**src/rtl/wave_capture_trig_pkg.sv**
```systemverilog
// Shared definitions for the wave capture engine: FSM state encoding and
// the bit positions inside the trig_mode control word.
package wave_capture_pkg;

    typedef enum logic [1:0] {
        ARMED  = 2'b00,
        ACTIVE = 2'b01,
        WAIT   = 2'b10
    } state_t;

    // trig_mode[TRIG_POL_BIT]: 0 = rising crossing, 1 = falling crossing
    localparam int TRIG_POL_BIT = 0;
    // trig_mode[TRIG_LVL_BIT]: 0 = compare against zero, 1 = against trig_level
    localparam int TRIG_LVL_BIT = 1;

endpackage

```
**src/rtl/wave_capture_trig_if.sv**
```systemverilog
// Bus between the sample source / display side and the capture engine.
// Handshake: sample_valid is a one-cycle strobe with no back-pressure; a
// sample is consumed on every clock edge where sample_valid is high, and
// write_enable marks a RAM write in that same cycle at write_address.
interface wave_capture_trig_if #(
    parameter int SAMPLE_W = 16,
    parameter int OUT_W    = 8,
    parameter int ADDR_W   = 8,
    parameter int DECIM_W  = 4
);
    logic                sample_valid;
    logic [SAMPLE_W-1:0] sample_in;
    logic                display_idle;
    logic [1:0]          trig_mode;
    logic [SAMPLE_W-1:0] trig_level;
    logic [DECIM_W-1:0]  decim;
    logic [ADDR_W:0]     write_address;
    logic                write_enable;
    logic [OUT_W-1:0]    write_sample;
    logic                read_index;
    logic                capture_done;
    logic                auto_trig;

    // Source / display / control side
    modport master (
        output sample_valid, sample_in, display_idle, trig_mode, trig_level, decim,
        input  write_address, write_enable, write_sample, read_index, capture_done, auto_trig
    );

    // Capture engine side
    modport slave (
        input  sample_valid, sample_in, display_idle, trig_mode, trig_level, decim,
        output write_address, write_enable, write_sample, read_index, capture_done, auto_trig
    );
endinterface

```
**src/rtl/wave_capture_trig_trigger_detect.sv**
```systemverilog
// Trigger detector: remembers the previous sample and flags a signed
// crossing of the selected level in the cycle the crossing sample arrives.
module trigger_detect
    import wave_capture_pkg::*;
#(
    parameter int SAMPLE_W = 16
) (
    input  logic                clk,
    input  logic                reset_n,
    input  logic                i_sample_valid,
    input  logic [SAMPLE_W-1:0] i_sample,
    input  logic [1:0]          i_trig_mode,
    input  logic [SAMPLE_W-1:0] i_trig_level,
    output logic                o_trig_event
);
    logic signed [SAMPLE_W-1:0] r_prev;
    logic                       r_prev_valid;
    logic signed [SAMPLE_W-1:0] w_sample;
    logic signed [SAMPLE_W-1:0] w_level;
    logic                       w_rise;
    logic                       w_fall;

    assign w_sample = i_sample;
    assign w_level  = i_trig_mode[TRIG_LVL_BIT] ? i_trig_level : '0;
    assign w_rise   = (r_prev < w_level) && (w_sample >= w_level);
    assign w_fall   = (r_prev >= w_level) && (w_sample < w_level);

    // The reset value of prev is not a real sample, so it may never trigger
    assign o_trig_event = i_sample_valid && r_prev_valid &&
                          (i_trig_mode[TRIG_POL_BIT] ? w_fall : w_rise);

    // Track the last accepted sample regardless of capture state
    always_ff @(posedge clk or negedge reset_n) begin
        if (!reset_n) begin
            r_prev       <= '0;
            r_prev_valid <= 1'b0;
        end else if (i_sample_valid) begin
            r_prev       <= w_sample;
            r_prev_valid <= 1'b1;
        end
    end
endmodule

```
**src/rtl/wave_capture_trig.sv**
```systemverilog
// Double-buffered capture engine: arms, waits for a trigger crossing,
// writes 2**ADDR_W decimated samples into the bank the display is not
// reading, then swaps banks once the display reports idle.
// Optional forced trigger after a sample timeout: WAVE_CAPTURE_AUTO_TRIG_EN.
module wave_capture_trig
    import wave_capture_pkg::*;
#(
    parameter int SAMPLE_W = 16,
    parameter int OUT_W    = 8,
    parameter int ADDR_W   = 8,
    parameter int DECIM_W  = 4
`ifdef WAVE_CAPTURE_AUTO_TRIG_EN
    ,parameter int AUTO_TIMEOUT = 1024
`endif
) (
    input  logic               clk,
    input  logic               reset_n,
    wave_capture_trig_if.slave bus,
    output state_t             o_dbg_state
);
    state_t              r_state;
    logic [ADDR_W-1:0]   r_count;
    logic                r_read_index;
    logic [DECIM_W-1:0]  r_decim_q;
    logic [DECIM_W-1:0]  r_dcnt;
    logic                w_trig;
    logic                w_start;
    logic                w_write;
    logic                w_last;

    trigger_detect #(
        .SAMPLE_W (SAMPLE_W)
    ) u_trigger_detect (
        .clk            (clk),
        .reset_n        (reset_n),
        .i_sample_valid (bus.sample_valid),
        .i_sample       (bus.sample_in),
        .i_trig_mode    (bus.trig_mode),
        .i_trig_level   (bus.trig_level),
        .o_trig_event   (w_trig)
    );

    // Writes happen in the same cycle as the accepted strobe
    assign w_write = (r_state == ACTIVE) && bus.sample_valid && (r_dcnt == '0);
    assign w_last  = w_write && (&r_count);

    assign bus.write_enable  = w_write;
    assign bus.capture_done  = w_last;
    assign bus.write_address = {~r_read_index, r_count};
    assign bus.read_index    = r_read_index;
    // Signed to offset binary: flip the sign bit, keep the top magnitude bits
    assign bus.write_sample  = {~bus.sample_in[SAMPLE_W-1], bus.sample_in[SAMPLE_W-2 -: OUT_W-1]};
    assign o_dbg_state       = r_state;

`ifdef WAVE_CAPTURE_AUTO_TRIG_EN
    localparam int TCNT_W = $clog2(AUTO_TIMEOUT + 1);

    logic [TCNT_W-1:0] r_tcnt;
    logic              r_auto_trig;
    logic              w_timeout;

    assign w_timeout = (r_state == ARMED) && bus.sample_valid &&
                       (r_tcnt == TCNT_W'(AUTO_TIMEOUT - 1));
    assign w_start   = w_trig || w_timeout;
    assign bus.auto_trig = r_auto_trig;

    // Count strobes while armed; held at zero in every other state
    always_ff @(posedge clk or negedge reset_n) begin
        if (!reset_n) begin
            r_tcnt <= '0;
        end else if (r_state != ARMED) begin
            r_tcnt <= '0;
        end else if (bus.sample_valid) begin
            r_tcnt <= r_tcnt + 1'b1;
        end
    end

    // Remember how the current capture started; a real trigger beats a tie
    always_ff @(posedge clk or negedge reset_n) begin
        if (!reset_n) begin
            r_auto_trig <= 1'b0;
        end else if (r_state == ARMED) begin
            if (w_trig) begin
                r_auto_trig <= 1'b0;
            end else if (w_timeout) begin
                r_auto_trig <= 1'b1;
            end
        end
    end
`else
    assign w_start       = w_trig;
    assign bus.auto_trig = 1'b0;
`endif

    // Capture FSM with its address, bank and decimation registers
    always_ff @(posedge clk or negedge reset_n) begin
        if (!reset_n) begin
            r_state      <= ARMED;
            r_count      <= '0;
            r_read_index <= 1'b0;
            r_decim_q    <= '0;
            r_dcnt       <= '0;
        end else begin
            case (r_state)
                ARMED: begin
                    r_count <= '0;
                    if (w_start) begin
                        r_state   <= ACTIVE;
                        r_decim_q <= bus.decim;
                        r_dcnt    <= '0;
                    end
                end
                ACTIVE: begin
                    if (bus.sample_valid) begin
                        r_dcnt <= (r_dcnt == r_decim_q) ? '0 : r_dcnt + 1'b1;
                        if (w_write) begin
                            if (w_last) begin
                                r_state <= WAIT;
                            end else begin
                                r_count <= r_count + 1'b1;
                            end
                        end
                    end
                end
                WAIT: begin
                    if (bus.display_idle) begin
                        r_read_index <= ~r_read_index;
                        r_count      <= '0;
                        r_state      <= ARMED;
                    end
                end
                default: r_state <= ARMED;
            endcase
        end
    end
endmodule

```
**src/flat_wrapper.sv**
```systemverilog
// flat-port wrapper written by rule: the top's interface ports become plain ports
module wave_capture_trig_flat import wave_capture_pkg::*;
#(
    parameter int SAMPLE_W = 16,
    parameter int OUT_W    = 8,
    parameter int ADDR_W   = 8,
    parameter int DECIM_W  = 4

)
  (clk, reset_n, o_dbg_state, bus_sample_valid, bus_sample_in, bus_display_idle, bus_trig_mode, bus_trig_level, bus_decim, bus_write_address, bus_write_enable, bus_write_sample, bus_read_index, bus_capture_done, bus_auto_trig);
  wave_capture_trig_if #(.SAMPLE_W(SAMPLE_W), .OUT_W(OUT_W), .ADDR_W(ADDR_W), .DECIM_W(DECIM_W)) bus_i ();
  input  logic clk;
  input  logic reset_n;
  output state_t o_dbg_state;
  input wire logic [$bits(bus_i.sample_valid)-1:0] bus_sample_valid;
  input wire logic [$bits(bus_i.sample_in)-1:0] bus_sample_in;
  input wire logic [$bits(bus_i.display_idle)-1:0] bus_display_idle;
  input wire logic [$bits(bus_i.trig_mode)-1:0] bus_trig_mode;
  input wire logic [$bits(bus_i.trig_level)-1:0] bus_trig_level;
  input wire logic [$bits(bus_i.decim)-1:0] bus_decim;
  output wire logic [$bits(bus_i.write_address)-1:0] bus_write_address;
  output wire logic [$bits(bus_i.write_enable)-1:0] bus_write_enable;
  output wire logic [$bits(bus_i.write_sample)-1:0] bus_write_sample;
  output wire logic [$bits(bus_i.read_index)-1:0] bus_read_index;
  output wire logic [$bits(bus_i.capture_done)-1:0] bus_capture_done;
  output wire logic [$bits(bus_i.auto_trig)-1:0] bus_auto_trig;
  assign bus_i.sample_valid = bus_sample_valid;
  assign bus_i.sample_in = bus_sample_in;
  assign bus_i.display_idle = bus_display_idle;
  assign bus_i.trig_mode = bus_trig_mode;
  assign bus_i.trig_level = bus_trig_level;
  assign bus_i.decim = bus_decim;
  assign bus_write_address = bus_i.write_address;
  assign bus_write_enable = bus_i.write_enable;
  assign bus_write_sample = bus_i.write_sample;
  assign bus_read_index = bus_i.read_index;
  assign bus_capture_done = bus_i.capture_done;
  assign bus_auto_trig = bus_i.auto_trig;
  wave_capture_trig #(.SAMPLE_W(SAMPLE_W), .OUT_W(OUT_W), .ADDR_W(ADDR_W), .DECIM_W(DECIM_W)) u_core (.clk(clk), .reset_n(reset_n), .bus(bus_i), .o_dbg_state(o_dbg_state));
endmodule
```
**config.mk**
```make
export PLATFORM = sky130hd
export DESIGN_NAME = wave_capture_trig_flat
export DESIGN_NICKNAME = d
export VERILOG_FILES = /design/src/rtl/wave_capture_trig_pkg.sv /design/src/rtl/wave_capture_trig_if.sv /design/src/rtl/wave_capture_trig_trigger_detect.sv /design/src/rtl/wave_capture_trig.sv /design/src/flat_wrapper.sv
export SDC_FILE = /design/constraint.sdc
export NUM_CORES = 1
export LEC_CHECK = 0
export ABC_CLOCK_PERIOD_IN_PS = 3000
export BUFFER_PORTS_ARGS = -buffer_cell sky130_fd_sc_hd__buf_4
export CAP_MARGIN = 30
export CELL_PAD_IN_SITES_DETAIL_PLACEMENT = 1
export CELL_PAD_IN_SITES_GLOBAL_PLACEMENT = 1
export CORE_ASPECT_RATIO = 0.5
export CORE_MARGIN = 1.5
export CORE_UTILIZATION = 40
export CTS_BUF_LIST = sky130_fd_sc_hd__clkbuf_16
export CTS_CLUSTER_DIAMETER = 50
export DETAILED_ROUTE_END_ITERATION = 8
export GPL_ROUTABILITY_DRIVEN = 0
export PLACE_DENSITY_LB_ADDON = 0.1
export SLEW_MARGIN = 20
export SYNTH_ARGS = -nofsm -noshare
export SYNTH_HDL_FRONTEND = slang
export SYNTH_SLANG_ARGS = --single-unit
```
**constraint.sdc**
```tcl
create_clock -name clk -period 3 [get_ports clk]
set_input_delay 0.75 -clock clk [delete_from_list [all_inputs] [get_ports clk]]
set_output_delay 0.75 -clock clk [all_outputs]
set_load 0.01 [all_outputs]
```
==> metrics.md, run 1 <==
| Metric | Value |
|---|---|
| Run status | `finished, violations left` |
| Failing checks | `setup timing` |
| Drt first-iter violations | `between 80 and 90` |
| Fmax | `between 0.3 and 0.4 GHz` |
| Clock Tree Buf Depth | `2` |
| Ant. Diodes | `0` |
| Grt total ovfl | `0` |
| CTS tree | `yes` |
| Die Area | `6814 um^2` |
| Die span in x | `between 100 and 150 um` |
| Final Worst Setup Slack | `-0.01018 ns` |
| Period minus WS final | `3.010 ns` |
| Yosys top cell by area | `dfrtp_1` |
| First-pass GRT wire length | `13140 um` |
| Mean post-synth cell area | `9.581 um^2` |
| Io pins | `65` |
| Post-synthesis sequential area ratio | `35.75%` |
| Inserted Clock Buffers | `5` |
| Fill cell count | `678` |
| CP startpoint kind | `input pin` |
| HP Class | `in2async` |
| Number of global-route vias before repair | `2644` |
| Worst-Margin Slew | `0.5611 ns` |
| Worst VDD drop | `194.3 uV` |
| Number of synthesized register bits | `36` |
| Synth top area share | `between 30 and 40%` |
| Hold WS | `0.4278 ns` |
| Core area | `6081 um^2` |
| Via count | `2319` |
| Post-synth top flop | `dfrtp_1` |
| Distinct cell type count after synthesis | `43` |
| Drc violations | `0` |
| Clk sink count | `36` |
| Asr flop ratio synth | `100.0%` |
| Period utilisation layout | `100.3%` |
| Max_cap viols | `0` |
| Final Net Count | `419` |
| RSZ-0062 raised after global routing | `true` |
| Clock transition at path regs | `0.06 ns` |
| Initial Util | `41.44%` |
| Worst Reg-to-Reg Cells | `9` |
| Largest net degree at the start of global routing | `37` |
| HPWL Detailed | `5149 um` |
| Worst path cell trace | `buf_16 -> buf_12 -> nand2_4 -> ha_4 -> nand3_4 -> nor4_4 -> o21ai_2 -> a31o_1 -> and2_4 -> o32a_1 -> or2_4 -> mux2_4` |
| Share of layout cells above drive strength 1 | `44.31%` |
| Reg-to-Reg Start | `u_core.u_trigger_detect.r_prev[15]` |
| Routed len/inst | `18.81 um` |
| R2r endpoint | `u_core.r_decim_q[2]` |
| H-tree depth | `2` |
| Critical path class | `in2reg` |
| Clk Latency, worst-skew pair | `0.28 ns` |
| Most frequent cell after synthesis | `dfrtp_1` |
| Fin. max-slew vios | `0` |
| Drt total wl | `8106 um` |
| Buf/Inv on CP | `2` |
| Fin Setup TNS | `-0.01743 ns` |
| CP max-delay cell | `o32a_1` |
| Max incr delay on CP | `around 0.38 ns` |
| Hold buffers post-CTS | `0` |
| Final hold viol count | `0` |
| Synth Net Count | `340` |
| Root buffer cell | `clkbuf_16` |
| Worst-path maximum fanout | `6` |
| Worst EP arrival | `between 3 and 4 ns` |
| Pre-antenna DRT Iters | `4` |
| Number of synthesized flops with an enable pin | `0` |
| Req. time, crit path | `3.17 ns` |
| Port Buffer Count | `63` |
| Pwr/cell area | `479.3 nW/um^2` |
| Largest delay contributor family on the critical path | `simple AND/OR/NAND/NOR gates` |
| Slew margin rel. | `62.60%` |
| Area occupied by multi-input gates | `roughly 1800 um^2` |
| Vias per cell | `5.381` |
| Die Span Y | `between 50 and 60 um` |
| Final setup viols | `4` |
| Ys Warns | `0` |
| Area delta synth->final | `48.21%` |
| Synthesized cell area | `~2500 um^2` |
| Antenna-violating nets left | `0` |
| Row count | `20` |
| Register Area | `900.9 um^2` |
| Leakage power | `between 1.5 and 2 nW` |
| Synth area leaders | `dfrtp_1, ha_1, mux2_2` |
| Post-synth top cells | `dfrtp_1, ha_1, nand2_1, mux2_2` |
| Synth Instances | `between 200 and 300` |
| Final Skew | `0.005201 ns` |
| Reg2reg setup slack | `0.33 ns` |
| Initial antenna violation count | `0` |
| CP endpoint kind | `flip-flop` |
| GRT Util Overall | `25.75%` |
[worst register-to-register path: stages (launching register included)]
cell and delay (ns):
dfrtp_1 0.40, ha_1 0.33, nand4_1 0.21, nor2_1 0.10, a211oi_2 0.28, a31o_1 0.21
a21oi_1 0.08, o32a_1 0.34, or2_4 0.30, mux2_4 0.31
[cells in the final DEF, fill, tap and decap left out, types with 2 or more instances in the layout]
cell / n
dfrtp_1: 36
inv_1: 12
nand3_4: 2
o211ai_1: 2
a21o_1: 3
ha_1: 22
and2_4: 2
buf_16: 2
xor2_1: 2
nand2_4: 10
nand3b_1: 2
nor2b_1: 4
nor3_1: 3
o21ai_1: 6
mux2_4: 4
clkbuf_16: 5
nand3_1: 10
a31o_1: 2
nor2_1: 14
o21ai_0: 7
a21oi_1: 13
buf_12: 2
mux2_2: 15
o22ai_1: 3
and3_1: 3
o21ai_2: 3
nand2_1: 21
nand2b_1: 2
nand4_1: 7
nand2_2: 3
xnor2_1: 6
buf_4: 80
ha_4: 13
and2_1: 2
[per-layer routing]
| metal | global-route usage, % | share of wire [%] | vias up |
|---|---|---|---|
| li1 | - | - | 1092 |
| met2 | 45.92 | 49 | 60 |
| met4 | 8.642 | 2.6 | 0 |
| met1 | 31.87 | 45 | 1149 |
| met5 | 0 | 0 | - |
| met3 | 5.112 | 4.0 | 18 |
[worst max-delay path by stage]
stage                           startpoint             endpoint  slack (ns)  cells past startpoint
final                     bus_trig_mode[1]  u_core.r_decim_q[2]       -0.01                     12
after global routing      bus_trig_mode[1]  u_core.r_decim_q[0]       -0.07                     12
after CTS                 bus_trig_mode[1]     u_core.r_dcnt[3]        0.03                     12
after detailed placement  bus_trig_mode[1]  u_core.r_decim_q[2]       -0.47                     11
after global placement    bus_trig_mode[1]  u_core.r_decim_q[1]       -0.36                     11
after floorplan           bus_trig_mode[1]  u_core.r_decim_q[0]        -0.1                     12
[kinds of logic after synthesis]
group	Yosys count	share of synthesized area (%)
other	1	0.1488
xor gates and xnor gates	8	2.781
muxes	20	9.484
adders and majority gates	35	17.38
and+or+nand+nor	92	17.88
buffers and inverters	23	4.916
AOI/OAI and AO/OA	48	11.67
DFF	36	35.75
[report_power, final]
part	switching, mW	internal (mW)
clock	0.218	0.388
sequential	0.0753	0.547
combinational	0.269	0.293
total	0.562	1.23
[through the flow]
stage | total power [mW] | setup WS, ns | cells | cell area, um^2 | util [%]
global route | 1.886 | -0.07107 | 431 | 3735 | 61.42
CTS | 1.772 | 0.03156 | 430 | 3709 | 60.99
detailed placement | 1.097 | -0.4697 | 418 | 3223 | 53.00
global placement | 1.072 | -0.3574 | 418 | 3223 | 53.00
finish | 1.790 | -0.01018 | 431 | 3735 | 61.42
floorplan | 0.8963 | -0.09814 | 263 | 2624 | -
[area by class of cell]
cell class	instances	area share (%)
Multi-Input combinational cell	204	48.81
Tap cell	88	2.948
Sequential cell	36	24.12
Clock buffer	5	3.350
Inverter	11	1.106
Clock inverter	3	1.039
Timing Repair Buffer	84	18.63
[sequential cells by signal, summed over array words and instances, names as in the netlist]
| name | flops |
|---|---|
| u_core.r_decim_q | 4 |
| u_core.r_dcnt | 4 |
| u_core.o_dbg_state | 2 |
| u_core.r_count | 8 |
| u_core.u_trigger_detect.r_prev | 16 |
| u_core.bus.read_index | 1 |
| u_core.u_trigger_detect.r_prev_valid | 1 |
[repair_timing]
action	4_1_cts	5_1_grt
gates resized for setup	42	3
cloned	1	0
buffers inserted	3	1
pin swaps	19	7
endpoints found under the setup margin	9	7
No activity file was read; power rests on OpenSTA's default activity.
==> run 2, diff against run 1 <==
Settings changed: REMOVE_ABC_BUFFERS set to 1.
==> metrics.md, run 2 (same netlist as run 1, synthesis figures left out) <==
| Metric | Value |
|---|---|
| CP max-delay cell | `o32a_1 (unchanged)` |
| Via count | `2412 (was 2319)` |
| Period utilisation layout | `103.2% (was 100.3%)` |
| Clk sink count | `36 (unchanged)` |
| Clk Latency, worst-skew pair | `0.30 ns (was 0.28 ns)` |
| Number of global-route vias before repair | `2560 (was 2644)` |
| First-pass GRT wire length | `12890 um (was 13140 um)` |
| Max reg flops | `16 (unchanged)` |
| Fin. max-slew vios | `0 (unchanged)` |
| Final Worst Setup Slack | `-0.09741 ns (was -0.01018 ns)` |
| Final Skew | `0.009734 ns (was 0.005201 ns)` |
| Post-placement cell area | `3236 um^2 (was 3223 um^2)` |
| Die span in x | `115.2 um (unchanged)` |
| Final Net Count | `429 (was 419)` |
| Commonest non-fill, non-tap cell in the layout | `buf_4 (unchanged)` |
| Vias per cell | `5.469 (was 5.381)` |
| Buf/Inv on CP | `2 (unchanged)` |
| Final hold viol count | `0 (unchanged)` |
| R2r endpoint | `u_core.r_decim_q[2] (unchanged)` |
| Port Buffer Count | `63 (unchanged)` |
| Area delta synth->final | `56.70% (was 48.21%)` |
| Largest net degree at the start of global routing | `37 (unchanged)` |
| CP endpoint kind | `flip-flop (unchanged)` |
| Leakage power | `1.781 nW (was 1.747 nW)` |
| Critical path class | `in2reg (unchanged)` |
| Worst EP arrival | `3.27 ns (was 3.18 ns)` |
| Inserted Clock Buffers | `5 (unchanged)` |
| Grt total ovfl | `0 (unchanged)` |
| Worst Reg-to-Reg Cells | `9 (unchanged)` |
| Core area | `6081 um^2 (unchanged)` |
| Reg-to-Reg Start | `u_core.u_trigger_detect.r_prev[15] (unchanged)` |
| Worst path cell trace | `buf_12 -> buf_12 -> nand2_4 -> ha_4 -> a21oi_1 -> o22ai_1 -> nor2_1 -> nand4_1 -> and2_0 -> o32a_1 -> or2_4 -> mux2_4 (was buf_16 -> buf_12 -> nand2_4 -> ha_4 -> nand3_4 -> nor4_4 -> o21ai_2 -> a31o_1 -> and2_4 -> o32a_1 -> or2_4 -> mux2_4)` |
| Worst VDD drop | `226.1 uV (was 194.3 uV)` |
| CTS tree | `yes (unchanged)` |
| HPWL Detailed | `5686 um (was 5149 um)` |
| Psw | `0.6190 mW (was 0.5621 mW)` |
| Initial Util | `41.44% (unchanged)` |
| Max_cap viols | `0 (unchanged)` |
| Pre-antenna DRT Iters | `4 (unchanged)` |
| Row count | `20 (unchanged)` |
| Sw frac | `32.91% (was 31.40%)` |
| Clock Tree Buf Depth | `2 (unchanged)` |
| Antenna-violating nets left | `0 (unchanged)` |
| Reg2reg setup slack | `0.25 ns (was 0.33 ns)` |
| Most frequent CP cell | `buf_12` |
| Ant. Diodes | `0 (unchanged)` |
| Failing checks | `setup timing (unchanged)` |
| Regs by FF count | `u_core.u_trigger_detect.r_prev x16, u_core.r_count x8 (unchanged)` |
| Pwr/cell area | `476.3 nW/um^2 (was 479.3 nW/um^2)` |
| Worst-Margin Slew | `0.5602 ns (was 0.5611 ns)` |
| Share of layout cells above drive strength 1 | `50.42% (was 44.31%)` |
| Root buffer cell | `clkbuf_16 (unchanged)` |
| Max incr delay on CP | `0.39 ns (was 0.38 ns)` |
| Pre-CTS WS | `-0.4871 ns (was -0.4697 ns)` |
| Flop pwr share | `33.6% (was 34.8%)` |
| Largest delay contributor family on the critical path | `simple AND/OR/NAND/NOR gates (unchanged)` |
| Hold buffers post-CTS | `0 (unchanged)` |
| Io pins | `65 (unchanged)` |
| Fmax | `0.3229 GHz (was 0.3322 GHz)` |
| Worst-path maximum fanout | `6 (unchanged)` |
| Initial antenna violation count | `0 (unchanged)` |
| CP startpoint kind | `input pin (unchanged)` |
| Fin area | `3949 um^2 (was 3735 um^2)` |
| Period minus WS final | `3.097 ns (was 3.010 ns)` |
| Drt first-iter violations | `88 (was 83)` |
| RSZ-0062 raised after global routing | `true (unchanged)` |
| Most flops, register | `u_core.u_trigger_detect.r_prev (unchanged)` |
| Die Span Y | `59.13 um (unchanged)` |
| Post-layout util | `64.94% (was 61.42%)` |
| Combinational power share | `33.6% (was 31.4%)` |
| Drt total wl | `9576 um (was 8106 um)` |
| H-tree depth | `2 (unchanged)` |
| Clock transition at path regs | `0.06 ns (about the same)` |
| Final setup viols | `5 (was 4)` |
| Number of cells on the critical path | `12 (unchanged)` |
| Fin Setup TNS | `-0.4354 ns (was -0.01743 ns)` |
| GRT Util Overall | `25.54% (was 25.75%)` |
| Slew margin rel. | `62.16% (was 62.60%)` |
| Run status | `finished, violations left (unchanged)` |
| Die Area | `6814 um^2 (unchanged)` |
| Most frequent cells in the layout | `buf_4, dfrtp_1, ha_4 (was buf_4, dfrtp_1, ha_1)` |
| Req. time, crit path | `3.17 ns (about the same)` |
| Power Internal | `1.262 mW (was 1.228 mW)` |
| Routed len/inst | `21.71 um (was 18.81 um)` |
| Drc violations | `0 (unchanged)` |
| HP Class | `in2async (unchanged)` |
| Fill cell count | `648 (was 678)` |
| Clk pwr share | `32.8% (was 33.9%)` |
[run 2: routing by layer]
metal	wire length (um)	vias to the layer above	global-route usage (%)
met5	0	-	0
met3	429	27	5.317
met4	319	0	8.995
li1	-	1111	-
met1	3961	1207	30.27
met2	4865	67	46.94
[run 2: layout make-up]
| class | count | area (um^2) | area share (%) |
|---|---|---|---|
| Inverter | 11 | 41.29 | 1.046 |
| Timing Repair Buffer | 94 | 745.7 | 18.88 |
| Tap cell | 88 | 110.1 | 2.788 |
| Sequential cell | 36 | 900.9 | 22.81 |
| Multi-Input combinational cell | 204 | 1987 | 50.32 |
| Clock inverter | 3 | 38.79 | 0.9823 |
| Clock buffer | 5 | 125.1 | 3.169 |
[run 2: repair_timing]
item / CTS / global route
gates resized for setup: 36 / 41
endpoints found under the setup margin: 8 / 8
setup buffers: 2 / 2
pin swaps: 11 / 24
[run 2: worst register-to-register path: stages, from the launching register on]
cell	delay [ns]
dfrtp_1	0.44
ha_4	0.28
nand4_1	0.23
nor2_2	0.08
a211oi_2	0.30
a31o_1	0.24
a21oi_1	0.11
o32a_1	0.35
or2_4	0.31
mux2_4	0.30
[run 2: per-stage QoR]
stage,hold WS [ns],power (mW),std cells
floorplan,0.4377,0.8680,251
finish,0.4157,1.881,441
detailed placement,0.4637,1.112,429
CTS,0.4384,1.784,439
global route,0.4499,1.962,441
global placement,0.4543,1.072,429
[run 2: worst max-delay path by stage]
stage	end	from
after floorplan	u_core.r_decim_q[0]	bus_trig_mode[1]
after global placement	u_core.r_decim_q[1]	bus_trig_mode[1]
after detailed placement	u_core.r_decim_q[2]	bus_trig_mode[1]
after CTS	u_core.r_dcnt[3]	bus_trig_mode[1]
after global routing	u_core.r_decim_q[2]	bus_trig_mode[1]
final	u_core.r_decim_q[2]	bus_trig_mode[1]
[run 2: power groups by stage]
stage | Sequential, mW | Combinational [mW] | Clock (mW)
after floorplan | 0.617 | 0.251 | 0
after global placement | 0.624 | 0.448 | 0
after detailed placement | 0.631 | 0.481 | 0
after CTS | 0.624 | 0.536 | 0.624
after global routing | 0.640 | 0.686 | 0.636
final | 0.631 | 0.632 | 0.618
==> run 3, diff against run 2 <==
Settings changed: BUFFER_PORTS_ARGS -buffer_cell sky130_fd_sc_hd__buf_4 to -buffer_cell sky130_fd_sc_hd__clkbuf_2, SETUP_SLACK_MARGIN set to 0.5.
==> metrics.md, run 3 (same netlist as run 1, synthesis figures left out) <==
| Metric | Value |
|---|---|
| Vias per cell | `5.350 (was 5.469)` |
| Inserted Clock Buffers | `5 (unchanged)` |
| CTS tree | `yes (unchanged)` |
| Req. time, crit path | `3.17 ns (about the same)` |
| Final hold viol count | `0 (unchanged)` |
| R2r endpoint | `u_core.r_dcnt[3] (was u_core.r_decim_q[2])` |
| Clock transition at path regs | `0.06 ns (about the same)` |
| Die Span Y | `59.13 um (unchanged)` |
| Fin Setup TNS | `0 ns (was -0.4354 ns)` |
| Slew margin rel. | `63.82% (was 62.16%)` |
| CP max-delay cell | `o32a_1 (unchanged)` |
| Period utilisation layout | `99.79% (was 103.2%)` |
| RSZ-0062 raised after global routing | `true (unchanged)` |
| Fin area | `3665 um^2 (was 3949 um^2)` |
| Run status | `complete, no violations (was finished, violations left)` |
| Tot Pwr | `1.788 mW (was 1.881 mW)` |
| Largest net degree at the start of global routing | `37 (unchanged)` |
| CP endpoint kind | `flip-flop (unchanged)` |
| Fin. max-slew vios | `0 (unchanged)` |
| Post-placement cell area | `3035 um^2 (was 3236 um^2)` |
| Final setup viols | `0 (was 5)` |
| Core area | `6081 um^2 (unchanged)` |
| Antenna-violating nets left | `0 (unchanged)` |
| Buf/Inv on CP | `3 (was 2)` |
| Most frequent cells in the layout | `clkbuf_2, dfrtp_1, buf_4 (was buf_4, dfrtp_1, ha_4)` |
| Grt total ovfl | `0 (unchanged)` |
| H-tree depth | `2 (unchanged)` |
| Io pins | `65 (unchanged)` |
| Drt total wl | `8236 um (was 9576 um)` |
| Clk Latency, worst-skew pair | `0.29 ns (was 0.30 ns)` |
| Pwr/cell area | `487.8 nW/um^2 (was 476.3 nW/um^2)` |
| Area delta synth->final | `45.43% (was 56.70%)` |
| Worst-path maximum fanout | `7 (was 6)` |
| HPWL Detailed | `5334 um (was 5686 um)` |
| Share of layout cells above drive strength 1 | `48.14% (was 50.42%)` |
| Initial antenna violation count | `0 (unchanged)` |
| Reg-to-Reg Start | `u_core.u_trigger_detect.r_prev[5] (was u_core.u_trigger_detect.r_prev[15])` |
| Row count | `20 (unchanged)` |
| First-pass GRT wire length | `11810 um (was 12890 um)` |
| Pre-antenna DRT Iters | `4 (unchanged)` |
| Clk sink count | `36 (unchanged)` |
| Number of global-route vias before repair | `2378 (was 2560)` |
| Drt first-iter violations | `59 (was 88)` |
| Routed len/inst | `18.85 um (was 21.71 um)` |
| Number of cells on the critical path | `13 (was 12)` |
| Worst path cell trace | `clkbuf_16 -> buf_12 -> nand2_1 -> ha_1 -> nor2b_1 -> o211a_1 -> o21ai_1 -> a31o_1 -> a21oi_1 -> o32a_1 -> buf_4 -> o21a_1 -> a211o_1 (was buf_12 -> buf_12 -> nand2_4 -> ha_4 -> a21oi_1 -> o22ai_1 -> nor2_1 -> nand4_1 -> and2_0 -> o32a_1 -> or2_4 -> mux2_4)` |
| Leakage power | `1.713 nW (was 1.781 nW)` |
| Max incr delay on CP | `0.34 ns (was 0.39 ns)` |
| Worst Reg-to-Reg Cells | `11 (was 9)` |
| Pre-CTS WS | `-0.5608 ns (was -0.4871 ns)` |
| Ant. Diodes | `0 (unchanged)` |
| Initial Util | `41.44% (unchanged)` |
| Die span in x | `115.2 um (unchanged)` |
| Worst VDD drop | `235.7 uV (was 226.1 uV)` |
| Most flops, register | `u_core.u_trigger_detect.r_prev (unchanged)` |
| Max reg flops | `16 (unchanged)` |
| Final Skew | `0.004129 ns (was 0.009734 ns)` |
| Clock Tree Buf Depth | `2 (unchanged)` |
| CP startpoint kind | `input pin (unchanged)` |
| HP Class | `in2async (unchanged)` |
| Commonest non-fill, non-tap cell in the layout | `clkbuf_2 (was buf_4)` |
| Drc violations | `0 (unchanged)` |
| Fmax | `0.3340 GHz (was 0.3229 GHz)` |
| Period minus WS final | `2.994 ns (was 3.097 ns)` |
| Critical path class | `in2reg (unchanged)` |
| Final Net Count | `425 (was 429)` |
| Max_cap viols | `0 (unchanged)` |
| Final Worst Setup Slack | `0.006313 ns (was -0.09741 ns)` |
| Largest delay contributor family on the critical path | `compound AO/OA/AOI/OAI gates (was simple AND/OR/NAND/NOR gates)` |
| Via count | `2338 (was 2412)` |
| Post-layout util | `60.27% (was 64.94%)` |
| Reg2reg setup slack | `0.40 ns (was 0.25 ns)` |
| Regs by FF count | `u_core.u_trigger_detect.r_prev x16, u_core.r_count x8 (unchanged)` |
| Die Area | `6814 um^2 (unchanged)` |
| Root buffer cell | `clkbuf_16 (unchanged)` |
| GRT Util Overall | `23.02% (was 25.54%)` |
| Port Buffer Count | `63 (unchanged)` |
| Worst-Margin Slew | `0.5356 ns (was 0.5602 ns)` |
| Worst EP arrival | `3.17 ns (was 3.27 ns)` |
-- run 3: cell types whose count changed in the layout (fill, tap and decap cells not counted), moves of 2 or more --
cell / before / now
ha_4: 23 / 17
buf_4: 89 / 23
clkbuf_2: 0 / 62
nand2_4: 8 / 5
ha_1: 12 / 18
a21oi_4: 2 / 0
nand2_2: 5 / 7
a21oi_1: 8 / 11
-- run 3: area by class of cell --
| type | count | area [um^2] |
|---|---|---|
| sequential | 36 | 902.1 |
| multi-input combinational | 204 | 1868 |
| inverter | 11 | 41.29 |
| fill | 698 | 2416 |
| clock buffer | 5 | 125.1 |
| clock inverter | 3 | 38.79 |
| timing repair buffer | 90 | 579.3 |
| tap | 88 | 110.1 |
-- run 3: timing repair --
| action | CTS | global route |
|---|---|---|
| setup buffers | 2 | 1 |
| endpoints found under the setup margin | 10 | 11 |
| hold buffers | 0 | 0 |
| pin swaps | 16 | 15 |
| gates resized for setup | 30 | 39 |
-- run 3: worst max path at each step --
stage,start,endpoint,slack [ns]
6_report,bus_trig_mode[1],u_core.r_dcnt[3],0.006
3_3_place_gp,bus_trig_mode[1],u_core.r_decim_q[1],-0.41
5_1_grt,bus_trig_mode[1],u_core.r_dcnt[3],-0.08
2_1_floorplan,bus_trig_mode[1],u_core.r_decim_q[0],-0.12
3_5_place_dp,bus_trig_mode[1],u_core.r_decim_q[1],-0.56
4_1_cts,bus_trig_mode[1],u_core.r_dcnt[3],0.01
-- run 3: power breakdown --
group	internal, mW	switching [mW]
registers	0.547	0.0829
clock network	0.388	0.220
logic	0.275	0.275
-- run 3: layer usage --
metal  share of wire [%]  up-vias  global-route usage [%]
met5                   0        -                       0
met4                 2.3        0                   6.349
met3                 4.3       17                   5.215
met2                  49       60                   41.16
met1                  44     1155                   28.52
li1                    -     1106                       -
-- run 3: per-stage QoR --
| step | instances | hold WS [ns] |
|---|---|---|
| after global placement | 425 | 0.4576 |
| after floorplan | 251 | 0.4377 |
| after global routing | 437 | 0.3510 |
| final | 437 | 0.3371 |
| after detailed placement | 425 | 0.4532 |
| after CTS | 435 | 0.4831 |
